<file path="config.mk">
export PLATFORM = sky130hd
export DESIGN_NAME = radix4_demux_framer
export DESIGN_NICKNAME = d
export VERILOG_FILES = /design/src/rtl/radix4_demux_framer.sv
export SDC_FILE = /design/constraint.sdc
export NUM_CORES = 1
export LEC_CHECK = 0
export ABC_CLOCK_PERIOD_IN_PS = 1300
export CELL_PAD_IN_SITES_DETAIL_PLACEMENT = 1
export CELL_PAD_IN_SITES_GLOBAL_PLACEMENT = 1
export CORE_MARGIN = 3
export CORE_UTILIZATION = 25
export CTS_CLUSTER_DIAMETER = 40
export DETAILED_ROUTE_END_ITERATION = 8
export DONT_BUFFER_PORTS = 1
export PLACE_DENSITY_LB_ADDON = 0.1
export SLEW_MARGIN = 20
export SYNTH_ARGS = -nofsm -noshare
export SYNTH_HDL_FRONTEND = slang
export SYNTH_SLANG_ARGS = --single-unit
export TNS_END_PERCENT = 1
</file>
<file path="constraint.sdc">
create_clock -name clk -period 1.3 [get_ports clk]
set_input_delay 0.26 -clock clk [delete_from_list [all_inputs] [get_ports clk]]
set_output_delay 0.26 -clock clk [all_outputs]
set_load 0.01 [all_outputs]
</file>
<file path="src/rtl/radix4_demux_framer.sv">
// Serial-to-frame demultiplexer: items fill lanes 0..3 of an assembly buffer and
// completed or flushed frames move into a ready/valid output register.
module radix4_demux_framer #(
  parameter int WIDTH = 1,
  parameter int CNTW  = 8
) (
  input  logic                 clk,
  input  logic                 rst,
  input  logic                 in_valid,
  output logic                 in_ready,
  input  logic [WIDTH-1:0]     in_data,
  input  logic                 flush,
  output logic                 out_valid,
  input  logic                 out_ready,
  output logic [4*WIDTH-1:0]   out_word,
  output logic [3:0]           out_mask,
  output logic [1:0]           out_sel,
  output logic [CNTW-1:0]      frame_cnt
);

  logic [1:0]         r_cnt;
  logic [4*WIDTH-1:0] r_acc;
  logic [3:0]         r_mask;
  logic               r_out_valid;
  logic [4*WIDTH-1:0] r_out_word;
  logic [3:0]         r_out_mask;
  logic [1:0]         r_out_sel;
  logic [CNTW-1:0]    r_frame_cnt;

  logic               w_free;
  logic               w_accept;
  logic               w_take;
  logic               w_full;
  logic               w_flush_xfer;
  logic               w_xfer;
  logic [4*WIDTH-1:0] w_acc_next;
  logic [3:0]         w_mask_next;

  function automatic logic [1:0] f_top_lane(input logic [3:0] mask);
    if (mask[3]) begin
      return 2'd3;
    end else if (mask[2]) begin
      return 2'd2;
    end else if (mask[1]) begin
      return 2'd1;
    end else begin
      return 2'd0;
    end
  endfunction

  // A completing item is only refused when the held frame cannot leave this cycle.
  assign in_ready     = !((r_cnt == 2'd3) && r_out_valid && !out_ready);
  assign w_free       = !r_out_valid || out_ready;
  assign w_accept     = in_valid && in_ready;
  assign w_take       = r_out_valid && out_ready;
  assign w_full       = w_accept && (r_cnt == 2'd3);
  assign w_flush_xfer = flush && w_free && ((r_mask != 4'b0000) || w_accept);
  assign w_xfer       = w_full || w_flush_xfer;

  // Assembly buffer as it would look after this cycle's accept.
  always_comb begin
    w_acc_next  = r_acc;
    w_mask_next = r_mask;
    for (int k = 0; k < 4; k++) begin
      w_acc_next[k*WIDTH +: WIDTH] = (w_accept && (r_cnt == 2'(k))) ? in_data
                                                                      : r_acc[k*WIDTH +: WIDTH];
      w_mask_next[k] = r_mask[k] | (w_accept && (r_cnt == 2'(k)));
    end
  end

  // Assembly state, output frame register and frame counter.
  always_ff @(posedge clk) begin
    if (rst) begin
      r_cnt       <= 2'd0;
      r_acc       <= '0;
      r_mask      <= 4'b0000;
      r_out_valid <= 1'b0;
      r_out_word  <= '0;
      r_out_mask  <= 4'b0000;
      r_out_sel   <= 2'd0;
      r_frame_cnt <= '0;
    end else begin
      if (w_xfer) begin
        r_cnt  <= 2'd0;
        r_acc  <= '0;
        r_mask <= 4'b0000;
      end else if (w_accept) begin
        r_cnt  <= r_cnt + 2'd1;
        r_acc  <= w_acc_next;
        r_mask <= w_mask_next;
      end

      if (w_xfer) begin
        r_out_valid <= 1'b1;
        r_out_word  <= w_acc_next;
        r_out_mask  <= w_mask_next;
        r_out_sel   <= f_top_lane(w_mask_next);
      end else if (w_take) begin
        r_out_valid <= 1'b0;
      end

      if (w_take) begin
        r_frame_cnt <= r_frame_cnt + CNTW'(1);
      end
    end
  end

  assign out_valid = r_out_valid;
  assign out_word  = r_out_word;
  assign out_mask  = r_out_mask;
  assign out_sel   = r_out_sel;
  assign frame_cnt = r_frame_cnt;

endmodule

</file>
==> summary.md, run 1 <==
| Metric | Value |
|---|---|
| Root Driver | `clkbuf_8` |
| Io pins | `26` |
| Leading cell type in the layout, fill and taps excluded | `nor2_1` |
| Yosys reg bits | `29` |
| Final hold viol count | `0` |
| Gr ovfl total | `0` |
| Fin. max-slew vios | `0` |
| DR WL/cell | `13.8 µm` |
| Final core area utilization | `a little over a third` |
| Crit path max fanout | `5` |
| Avg Cell Area, Syn | `9.37 µm²` |
| GR met2 Demand/Resource | `17.9%` |
| P&R area growth vs syn | `35.7%` |
| FMAX | `approximately 670 MHz` |
| Worst hold stages | `1` |
| Register-to-Register Path Depth | `9` |
| Slew @ Worst Pin | `between 0.2 and 0.3 ns` |
| Crit path buf inv count | `3` |
| Top Family by Delay on Critical Path | `flip-flops` |
| Status | `finished, violations left` |
| Initial antenna violation count | `0` |
| Pre-antenna DRT Iters | `2` |
| Worst hold slack | `0.0385 ns` |
| RR Endpoint | `r_cnt[0]` |
| Starting density of the core | `a little over a quarter` |
| CP cell instances | `ha_4 -> buf_6 -> nand3b_4 -> buf_6 -> buf_6` |
| Worst Setup Start Kind | `register` |
| Max_slew headroom | `between 80% and 90%` |
| Hpwl dp | `between 2000 and 2500 µm` |
| Post-route ant nets | `0` |
| Critical path data arrival time | `1.22 ns` |
| Net Count, Synth | `~150` |
| Post-synth EDFFs | `0` |
| Max Cap Violations | `0` |
| Vias per inst | `between 4 and 5` |
| Via count | `roughly 1.0k` |
| Slack of the worst reg-to-reg path | `-0.13 ns` |
| Routability Congestion | `~0.72` |
| Max Buffers Root-to-Sink | `2` |
| First-pass GRT wire length | `5580 µm` |
| Drt first-iter violations | `between 40 and 50` |
| Antenna Cells | `0` |
| Most Crowded Layer GR | `met2` |
| Register area share after synthesis | `between 40 and 50%` |
| Most frequent cells in the layout | `30 x nor2_1, 25 x dfxtp_1, 23 x buf_4` |
| Power Density | `approximately 1100 mW/mm²` |
| Cell row count | `25` |
| Largest stage delay, worst path | `0.36 ns` |
| Final Skew | `between 0.005 and 0.006 ns` |
| Vias in the first global route | `1093` |
| Share of layout cells above drive strength 1 | `about two fifths` |
| Die area | `about 0.0060 mm²` |
| Post-route DRC | `0` |
| Slowest CP cell | `dfxtp_4` |
| Core footprint | `roughly 0.0048 mm²` |
| Worst r2r src | `r_cnt[1]` |
| Total GRT Usage | `a little under an eighth` |
| Worst Hold End | `frame_cnt[1]` |
| Chip width | `slightly below 80 µm` |
| CTS clk-pin slew, worst paths | `0.06 ns` |
| CP Capture Type | `output port` |
| Syn Inst Count | `136` |
| I/O Buffers | `0` |
| Total CTS buffers | `5` |
| Max VDD drop | `0.530 mV` |
| Hold path startpoint | `rst` |
| CP most frequent cell | `buf_6` |
| P_leak | `roughly 0.66 nW` |
| Hold WC Path Type | `input pin to register` |
| Ys Warns | `0` |
| Cell variety after synth | `30` |
| Primary FF master, synth | `dfxtp_1` |
| Hold-fix buffers, CTS | `0` |
| Clock latency on the worst-skew pair | `about 0.28 ns` |
| Fill cells | `slightly below 600` |
| Pin count of the biggest net entering global routing | `21` |
| H-tree levels | `2` |
| CP Class | `register to output port` |
| Met3 usage | `~4.8%` |
| Wirelength, routed | `about 3200 µm` |
| Final WS setup | `-0.182 ns` |
| Final setup viols | `15` |
| Clock sinks | `29` |
| Final min period | `roughly 1.5 ns` |
| Worst Path Required | `around 1.0 ns` |
| Post-synthesis async set-or-reset flop share | `0%` |
| Die height | `slightly below 80 µm` |
| Final nets | `roughly 170` |
| Final period util | `114%` |
| RSZ-0062 raised after global routing | `yes` |
| Worst slack at placement | `-0.238 ns` |
| Failing checks | `negative setup slack` |
| Met1 usage | `between 15 and 20%` |
| CTS tree | `done` |
| Mapped cell area | `roughly 0.0013 mm²` |
[cell usage after synthesis, types with 2 or more instances]
cell type,instances,share of area [%]
clkbuf_1,2,0.59
ha_1,5,4.9
a211oi_2,9,8.8
inv_1,5,1.5
and3_1,2,0.98
nor4_1,2,0.98
dfxtp_1,29,46
nor3_1,2,0.79
nand3_1,6,2.4
nor2_1,31,9.1
xor2_1,2,1.4
buf_6,3,2.7
mux2i_1,4,3.1
or3_1,2,0.98
a21oi_1,4,1.6
a31oi_1,2,0.98
nand2_1,9,2.7
xnor2_1,4,2.8
buf_2,2,0.79
[layout make-up]
type / instances / area [µm²] / share of cell area (%)
Clock buffer: 7 / 86.3 / 5.00
Inverter: 5 / 18.8 / 1.09
Sequential cell: 29 / 591 / 34.2
Timing Repair Buffer: 27 / 218 / 12.6
Tap cell: 67 / 83.8 / 4.85
Multi-Input combinational cell: 95 / 731 / 42.3
[state kept, by name, indices dropped and copies added (netlist names)]
register,flops
out_word,4
frame_cnt,8
out_valid,1
out_mask,4
out_sel,2
r_cnt,2
r_acc,4
r_mask,4
[routing by layer]
metal  vias to the layer above  wire, µm
li1                        514         -
met1                       483      1510
met2                        16      1430
met3                         5       186
met4                         0        42
met5                         -         0
[power by group]
group | internal [W] | total (W) | switching (W)
logic | 0.000128 | 0.000254 | 0.000126
registers | 0.000937 | 0.000987 | 0.0000507
clock network | 0.000419 | 0.000737 | 0.000318
total | 0.00148 | 0.00198 | 0.000495
[worst reg2reg max path: cells and delay by family, from the launching register on]
family / cells / cell delay [ns]
fa+ha+maj: 1 / 0.14
buf+inv: 4 / 0.49
simple gates: 3 / 0.22
flops: 1 / 0.36
xor+xnor: 1 / 0.13
[worst max-delay path by stage]
stage | end | startpoint | cells past startpoint
6_report | in_ready | r_cnt[1] | 5
5_1_grt | in_ready | r_cnt[1] | 5
4_1_cts | in_ready | r_cnt[0] | 5
3_5_place_dp | out_word[2] | r_cnt[1] | 6
3_3_place_gp | out_word[0] | r_cnt[1] | 6
2_1_floorplan | out_word[2] | r_cnt[1] | 5
[what timing repair did]
item | CTS | global route
pin swaps | 4 | 3
buffers inserted | 2 | 1
resized for setup | 16 | 4
endpoints found under the setup margin | 23 | 24
[cell families (layout without fill, tap and decap cells)]
family          Yosys count  in the layout  share of synthesized area (%)
compound gates           20             20                           14.0
xor+xnor                  6              6                           4.13
fa+ha+maj                 5              5                           4.91
buf+inv                  12             39                           5.50
flops                    29             29                           45.6
mux                       4              4                           3.14
simple gates             60             60                           22.7
[metrics by stage]
| stage | instance area [µm²] | total power, W | cells | setup TNS, ns |
|---|---|---|---|---|
| floorplan | 1320 | 0.00119 | 136 | -0.00773 |
| global placement | 1530 | 0.00123 | 220 | -2.03 |
| detailed placement | 1530 | 0.00124 | 220 | -2.62 |
| CTS | 1700 | 0.00201 | 229 | -1.48 |
| global route | 1730 | 0.00210 | 230 | -3.59 |
| finish | 1730 | 0.00198 | 230 | -1.43 |
(Power assumes the default switching activity.)
==> run 2, diff against run 1 <==
--- a/config.mk
+++ b/config.mk
@@ -8,8 +8,7 @@
 export ABC_CLOCK_PERIOD_IN_PS = 1300
 export CELL_PAD_IN_SITES_DETAIL_PLACEMENT = 1
 export CELL_PAD_IN_SITES_GLOBAL_PLACEMENT = 1
-export CORE_MARGIN = 3
-export CORE_UTILIZATION = 25
+export CORE_UTILIZATION = 39
 export CTS_CLUSTER_DIAMETER = 40
 export DETAILED_ROUTE_END_ITERATION = 8
 export DONT_BUFFER_PORTS = 1
==> summary.md, run 2 (synthesis gave the netlist of run 1 again) <==
| Metric | Value |
|---|---|
| Status | `finished, violations left` |
| Failing checks | `negative hold slack, negative setup slack` |
| Fin. max-slew vios | `0 (unchanged)` |
| Final WS setup | `-0.139 ns (+0.0432 ns)` |
| Final Skew | `0.00418 ns (-0.00171 ns)` |
| Sw Share | `26.4% (+1.4 points)` |
| Clock latency on the worst-skew pair | `0.32 ns (+0.04 ns)` |
| First-pass GRT wire length | `4910 µm (-12%)` |
| Gr ovfl total | `0 (unchanged)` |
| Power Density | `1070 mW/mm² (-6.7%)` |
| Placed cell area | `0.00149 mm² (-2.4%)` |
| Top Family by Delay on Critical Path | `flip-flops` |
| Vias per inst | `5.03 (+14%)` |
| Chip width | `59.2 µm (-24%)` |
| CP most frequent cell | `buf_6` |
| Most Crowded Layer GR | `met2` |
| Cell row count | `20 (-20%)` |
| Max Cap Violations | `0 (unchanged)` |
| Crit path buf inv count | `2 (-1)` |
| Io pins | `26 (unchanged)` |
| Total GRT Usage | `19.8% (+7.8 points)` |
| Antenna Cells | `0 (unchanged)` |
| Core footprint | `0.00308 mm² (-36%)` |
| Worst hold slack | `-0.0112 ns (-0.0497 ns)` |
| H-tree levels | `2 (unchanged)` |
| Max VDD drop | `0.755 mV (+42%)` |
| Final hold viol count | `7 (+7)` |
| Max reg flops | `8 (unchanged)` |
| Largest stage delay, worst path | `0.36 ns (about the same)` |
| P_leak | `0.677 nW (+2.2%)` |
| P&R area growth vs syn | `34.6%` |
| Most frequent cells in the layout | `28 x nor2_1, 27 x buf_4, 23 x dfxtp_1` |
| Via count | `1066 (+4.7%)` |
| CTS clk-pin slew, worst paths | `0.09 ns (+0.03 ns)` |
| Root Driver | `clkbuf_4` |
| Share of layout cells above drive strength 1 | `44.6% (+5.4 points)` |
| Overall power | `0.00183 W (-7.5%)` |
| Final setup viols | `21 (+6)` |
| Post-route ant nets | `0 (unchanged)` |
| Crit path max fanout | `3 (-2)` |
| Max Buffers Root-to-Sink | `2 (unchanged)` |
| Drt first-iter violations | `13 (-73%)` |
| Worst Path Required | `1.04 ns (about the same)` |
| Final period util | `111% (-3.3 points)` |
| GR met2 Demand/Resource | `32.8% (+15 points)` |
| RSZ-0062 raised after global routing | `yes` |
| Routability Congestion | `0.770 (+6.6%)` |
| Initial antenna violation count | `0 (unchanged)` |
| Setup tns final | `-2.24 ns (-0.820 ns)` |
| Met1 usage | `22.1% (+6.6 points)` |
| Pin count of the biggest net entering global routing | `21 (unchanged)` |
| Post-route DRC | `0 (unchanged)` |
| Starting density of the core | `41.4% (+15 points)` |
| Clock power share | `29.8% (-7.5 points)` |
| Comb power frac | `16.2% (+3.4 points)` |
| Reg power frac | `54.0% (+4.1 points)` |
| Wirelength, routed | `3310 µm (+4.4%)` |
| Final nets | `179 (+2.9%)` |
| DR WL/cell | `15.6 µm (+13%)` |
| CP cell instances | `ha_4 -> nand3b_4 -> buf_6 -> buf_6` |
| Final min period | `1.44 ns (-0.0432 ns)` |
| Leading cell type in the layout, fill and taps excluded | `nor2_1` |
| Max_slew headroom | `81.0% (-1.4 points)` |
| I/O Buffers | `0 (unchanged)` |
| Slowest CP cell | `dfxtp_2` |
| Clock sinks | `29 (unchanged)` |
| Met3 usage | `8.08% (+3.3 points)` |
| CP Capture Type | `output port` |
| Die height | `59.2 µm (-24%)` |
| Total CTS buffers | `5 (unchanged)` |
| Slew @ Worst Pin | `0.283 ns (+0.0210 ns)` |
| Final instance area | `0.00171 mm² (-0.80%)` |
| FMAX | `695 MHz (+3.0%)` |
| Worst Setup Start Kind | `register` |
| CTS tree | `done` |
| Critical path data arrival time | `1.18 ns (-0.04 ns)` |
| Die area | `0.00350 mm² (-42%)` |
| Hpwl dp | `2140 µm (-9.4%)` |
| Switching power | `0.000483 W (-2.4%)` |
| CP Class | `register to output port` |
| Int Power | `0.00135 W (-9.2%)` |
| Hold WC Path Type | `input pin to register` |
| Vias in the first global route | `1054 (-3.6%)` |
| Pre-antenna DRT Iters | `4 (+2)` |
run 2: power groups by stage:
| stage | clock [W] | sequential [W] | combinational (W) |
|---|---|---|---|
| global placement | 0 | 0.00100 | 0.000223 |
| CTS | 0.000570 | 0.000986 | 0.000266 |
| global route | 0.000597 | 0.000994 | 0.000323 |
| finish | 0.000545 | 0.000988 | 0.000297 |
| floorplan | 0 | 0.000998 | 0.000196 |
| detailed placement | 0 | 0.00100 | 0.000234 |
run 2: final timing paths:
check,cells after the start,slack [ns],start,to
hold reg to reg,2,0.53,frame_cnt[1],frame_cnt[1]
setup reg to reg,6,-0.14,r_cnt[1],out_word[0]
hold / removal,1,-0.01,rst,frame_cnt[1]
setup / recovery,4,-0.14,r_cnt[1],in_ready
run 2: stage by stage:
step,hold slack [ns],util [%],worst slack [ns],instances
floorplan,0.420,-,-0.00773,136
global placement,0.327,48.4,-0.160,196
detailed placement,0.328,48.4,-0.220,196
CTS,-0.0285,53.1,-0.145,207
global route,-0.0388,55.7,-0.208,212
finish,-0.0112,55.7,-0.139,212
run 2: routing by layer:
layer	vias to the layer above	wire, µm
met4	0	62
met3	8	171
met5	-	0
li1	525	-
met2	20	1650
met1	513	1430
run 2: layout make-up:
type	count	area, µm²
inverter	5	18.8
timing repair buffer	32	255
tap	44	55.1
clock buffer	7	55.1
fill	366	1360
multi-input combinational	95	742
sequential	29	588
run 2: worst reg2reg max path: stages, from the launching register on:
cell	delay (ns)
dfxtp_2	0.36
ha_4	0.17
nand3b_4	0.09
buf_4	0.16
and3_4	0.19
mux2i_4	0.18
a211oi_2	0.20
run 2: repair_timing:
item | CTS | global route
setup endpoints to repair | 22 | 25
cloned | 0 | 2
pin swaps | 4 | 13
resized for setup | 13 | 13
hold endpoints to repair | 17 | 17
setup buffers | 4 | 3
==> run 3, diff against run 2 <==
--- a/config.mk
+++ b/config.mk
@@ -5,7 +5,9 @@
 export SDC_FILE = /design/constraint.sdc
 export NUM_CORES = 1
 export LEC_CHECK = 0
+export ABC_AREA = 1
 export ABC_CLOCK_PERIOD_IN_PS = 1300
+export CAP_MARGIN = 20
 export CELL_PAD_IN_SITES_DETAIL_PLACEMENT = 1
 export CELL_PAD_IN_SITES_GLOBAL_PLACEMENT = 1
 export CORE_UTILIZATION = 39
@@ -17,4 +19,3 @@
 export SYNTH_ARGS = -nofsm -noshare
 export SYNTH_HDL_FRONTEND = slang
 export SYNTH_SLANG_ARGS = --single-unit
-export TNS_END_PERCENT = 1
==> summary.md, run 3 <==
| Metric | Value |
|---|---|
| Ys Warns | `0 (unchanged)` |
| Total CTS buffers | `5 (unchanged)` |
| Clock power share | `32.6% (+2.8 points)` |
| Post-Synth XOR/XNOR Area | `0% (-4.1 points)` |
| Worst hold stages | `2 (+1)` |
| Post-synth EDFFs | `0 (unchanged)` |
| Root Driver | `clkbuf_4` |
| Pin count of the biggest net entering global routing | `10 (-52%)` |
| First-pass GRT wire length | `5070 µm (+3.4%)` |
| Yosys reg bits | `29 (unchanged)` |
| Final nets | `204 (+14%)` |
| Post-route DRC | `0 (unchanged)` |
| Final WS setup | `-0.130 ns (+0.00881 ns)` |
| Post-synthesis adder-cell area fraction | `5.08% (+0.17 points)` |
| Overall power | `0.00172 W (-6.0%)` |
| Switching power | `0.000465 W (-3.8%)` |
| Int Power | `0.00126 W (-6.7%)` |
| Placed cell area | `0.00144 mm² (-3.4%)` |
| Primary FF master, synth | `dfxtp_1` |
| CP Capture Type | `output port` |
| Final min period | `1.43 ns (-0.00881 ns)` |
| Register-to-Register Path Depth | `10 (+4)` |
| Syn Inst Count | `159 (+17%)` |
| Vias per inst | `4.83 (-3.9%)` |
| Final hold viol count | `0 (-7)` |
| Gr ovfl total | `0 (unchanged)` |
| Fill cells | `377 (+3.0%)` |
| Slowest CP cell | `dfxtp_4` |
| Largest family of logic cells by synthesized area | `simple AND/OR/NAND/NOR gates` |
| Post-synthesis async set-or-reset flop share | `0% (unchanged)` |
| Fin. max-slew vios | `0 (unchanged)` |
| Hpwl dp | `2130 µm (-0.24%)` |
| Avg Cell Area, Syn | `7.74 µm² (-17%)` |
| Reg power frac | `54.2% (+0.2 points)` |
| Chip width | `58.2 µm (-1.6%)` |
| RSZ-0062 raised after global routing | `yes` |
| Net Count, Synth | `170 (+16%)` |
| Starting density of the core | `40.7% (-0.72 points)` |
| Worst Path Required | `1.04 ns (about the same)` |
| Hold WC Path Type | `input pin to register` |
| DR WL/cell | `13.8 µm (-12%)` |
| P_leak | `0.731 nW (+8.0%)` |
| Non-filler instance count after layout | `237 (+12%)` |
| Total GRT Usage | `20.6% (+0.81 points)` |
| Antenna Cells | `0 (unchanged)` |
| Mux contribution to synthesized area | `0% (-3.1 points)` |
| Power Density | `1010 mW/mm² (-5.5%)` |
| Comb power frac | `13.2% (-3.0 points)` |
| Routability Congestion | `0.814 (+5.6%)` |
| Post-route ant nets | `0 (unchanged)` |
| FMAX | `699 MHz (+0.62%)` |
| CP cell instances | `ha_4 -> nand3_4 -> buf_6 -> buf_6` |
| Final period util | `110% (-0.68 points)` |
| Wirelength, routed | `3260 µm (-1.3%)` |
| Ranking of synthesized cells by area | `dfxtp_1 47%, nand2_1 10%, nor2_1 6.7%` |
| Max reg flops | `8 (unchanged)` |
| Clock latency on the worst-skew pair | `0.33 ns (about the same)` |
| Register area share after synthesis | `47.2% (+1.6 points)` |
| Share of layout cells above drive strength 1 | `34.7% (-9.9 points)` |
| H-tree levels | `2 (unchanged)` |
| Most frequent cells in the layout | `30 x nand2_1, 26 x dfxtp_1, 20 x nor2_1, 20 x buf_4, 19 x inv_1` |
| P&R area growth vs syn | `38.5%` |
| Vias in the first global route | `1167 (+11%)` |
| Status | `finished, violations left` |
| Sw Share | `27.0% (+0.61 points)` |
| Via count | `1145 (+7.4%)` |
| Final setup viols | `20 (-4.8%)` |
| Io pins | `26 (unchanged)` |
| Cell row count | `20 (unchanged)` |
| Worst hold slack | `0.0779 ns (+0.0891 ns)` |
| Drt first-iter violations | `20 (+7)` |
| Cell variety after synth | `18 (-40%)` |
| Placed Cells incl. Taps | `220 (+12%)` |
| Synth Area in Simple Gates | `28.3% (+5.6 points)` |
| Most frequent cells after synthesis | `34 x nand2_1, 29 x dfxtp_1, 22 x nor2_1` |
| Max VDD drop | `0.549 mV (-27%)` |
| Max_slew headroom | `78.0% (-3.0 points)` |
| Leading cell type in the layout, fill and taps excluded | `nand2_1` |
| CTS clk-pin slew, worst paths | `0.09 ns (about the same)` |
| Yosys top cell area share | `47.2% (+1.6 points)` |
| Die area | `0.00339 mm² (-3.2%)` |
| Setup tns final | `-1.62 ns (+0.622 ns)` |
| CTS tree | `done` |
| I/O Buffers | `0 (unchanged)` |
| Max Cap Violations | `0 (unchanged)` |
| FF+latch area | `589 µm² (+0.21%)` |
| Synth Area in Compound Gates | `12.1% (-2.0 points)` |
| Critical path data arrival time | `1.17 ns (about the same)` |
| CP most frequent cell | `buf_6` |
| Largest stage delay, worst path | `0.37 ns (about the same)` |
| Final Skew | `0.0121 ns (+0.00793 ns)` |
| Worst Setup Start Kind | `register` |
| Final instance area | `0.00171 mm² (-0.51%)` |
| Initial antenna violation count | `0 (unchanged)` |
| Crit path max fanout | `2 (-1)` |
| Core footprint | `0.00303 mm² (-1.6%)` |
| Failing checks | `negative setup slack` |
| Pre-antenna DRT Iters | `4 (unchanged)` |
| Leading area contributor after synthesis | `dfxtp_1` |
| CP Class | `register to output port` |
| Mapped cell area | `0.00123 mm² (-3.3%)` |
| Die height | `58.2 µm (-1.6%)` |
| Most frequent cell after synthesis | `nand2_1` |
| Slew @ Worst Pin | `0.330 ns (+0.0468 ns)` |
| Multi-input gate area | `687 µm² (-7.4%)` |
| Clock sinks | `29 (unchanged)` |
| Max Buffers Root-to-Sink | `2 (unchanged)` |
run 3: metal layers:
metal	vias up	track usage, %	share of wire, %
met5	-	0	0
met4	0	8.16	2.5
met3	8	7.37	4.0
met2	25	34.0	50
met1	537	24.4	44
li1	575	-	-
run 3: cell families (layout without fill, tap and decap cells):
group	Yosys count	count (layout)
flops	29	29
fa+ha+maj	5	5
buf+inv	23	56
simple gates	76	77
compound gates	26	26
run 3: path summary, 6_finish.rpt:
| check | slack (ns) | to | from |
|---|---|---|---|
| worst max-delay path | -0.13 | in_ready | r_cnt[0] |
| worst min-delay path | 0.08 | r_cnt[0] | in_valid |
| worst max register to register | -0.12 | r_mask[3] | r_cnt[0] |
| worst min register to register | 0.50 | out_mask[1] | out_mask[1] |
run 3: area by class of cell:
cell class / instances / area share (%)
tap: 44 / 3.23
clock buffer: 7 / 3.23
inverter: 23 / 5.80
timing repair inverter: 1 / 0.367
multi-input combinational: 108 / 40.3
sequential: 29 / 34.6
timing repair buffer: 25 / 12.5
run 3: worst max-delay path, delay by kind of cell (launching register included):
| family | cells | cell delay [ns] |
|---|---|---|
| buffers and inverters | 2 | 0.24 |
| adder cells (fa/ha/maj) | 1 | 0.14 |
| flip-flops | 1 | 0.37 |
| AND/OR/NAND/NOR | 1 | 0.08 |
run 3: stage by stage:
step	util [%]	worst slack, ns
floorplan	-	-0.000702
global placement	47.5	-0.0170
detailed placement	47.5	-0.0445
CTS	54.2	-0.123
global route	56.3	-0.204
finish	56.3	-0.130
run 3: what timing repair did:
item | in CTS | in global routing
gates resized for setup | 18 | 15
setup endpoints to repair | 23 | 26
gates cloned | 2 | 0
pin swaps | 8 | 4
hold buffers | 1 | 0
setup buffers | 6 | 1
hold endpoints to repair | 5 | 0
run 3: power groups by stage:
stage          logic (W)  clock network, W  registers [W]
2_1_floorplan   0.000115                 0       0.000957
3_3_place_gp    0.000167                 0       0.000955
3_5_place_dp    0.000173                 0       0.000956
4_1_cts         0.000210          0.000576       0.000932
5_1_grt         0.000252          0.000615       0.000936
6_report        0.000227          0.000561       0.000933
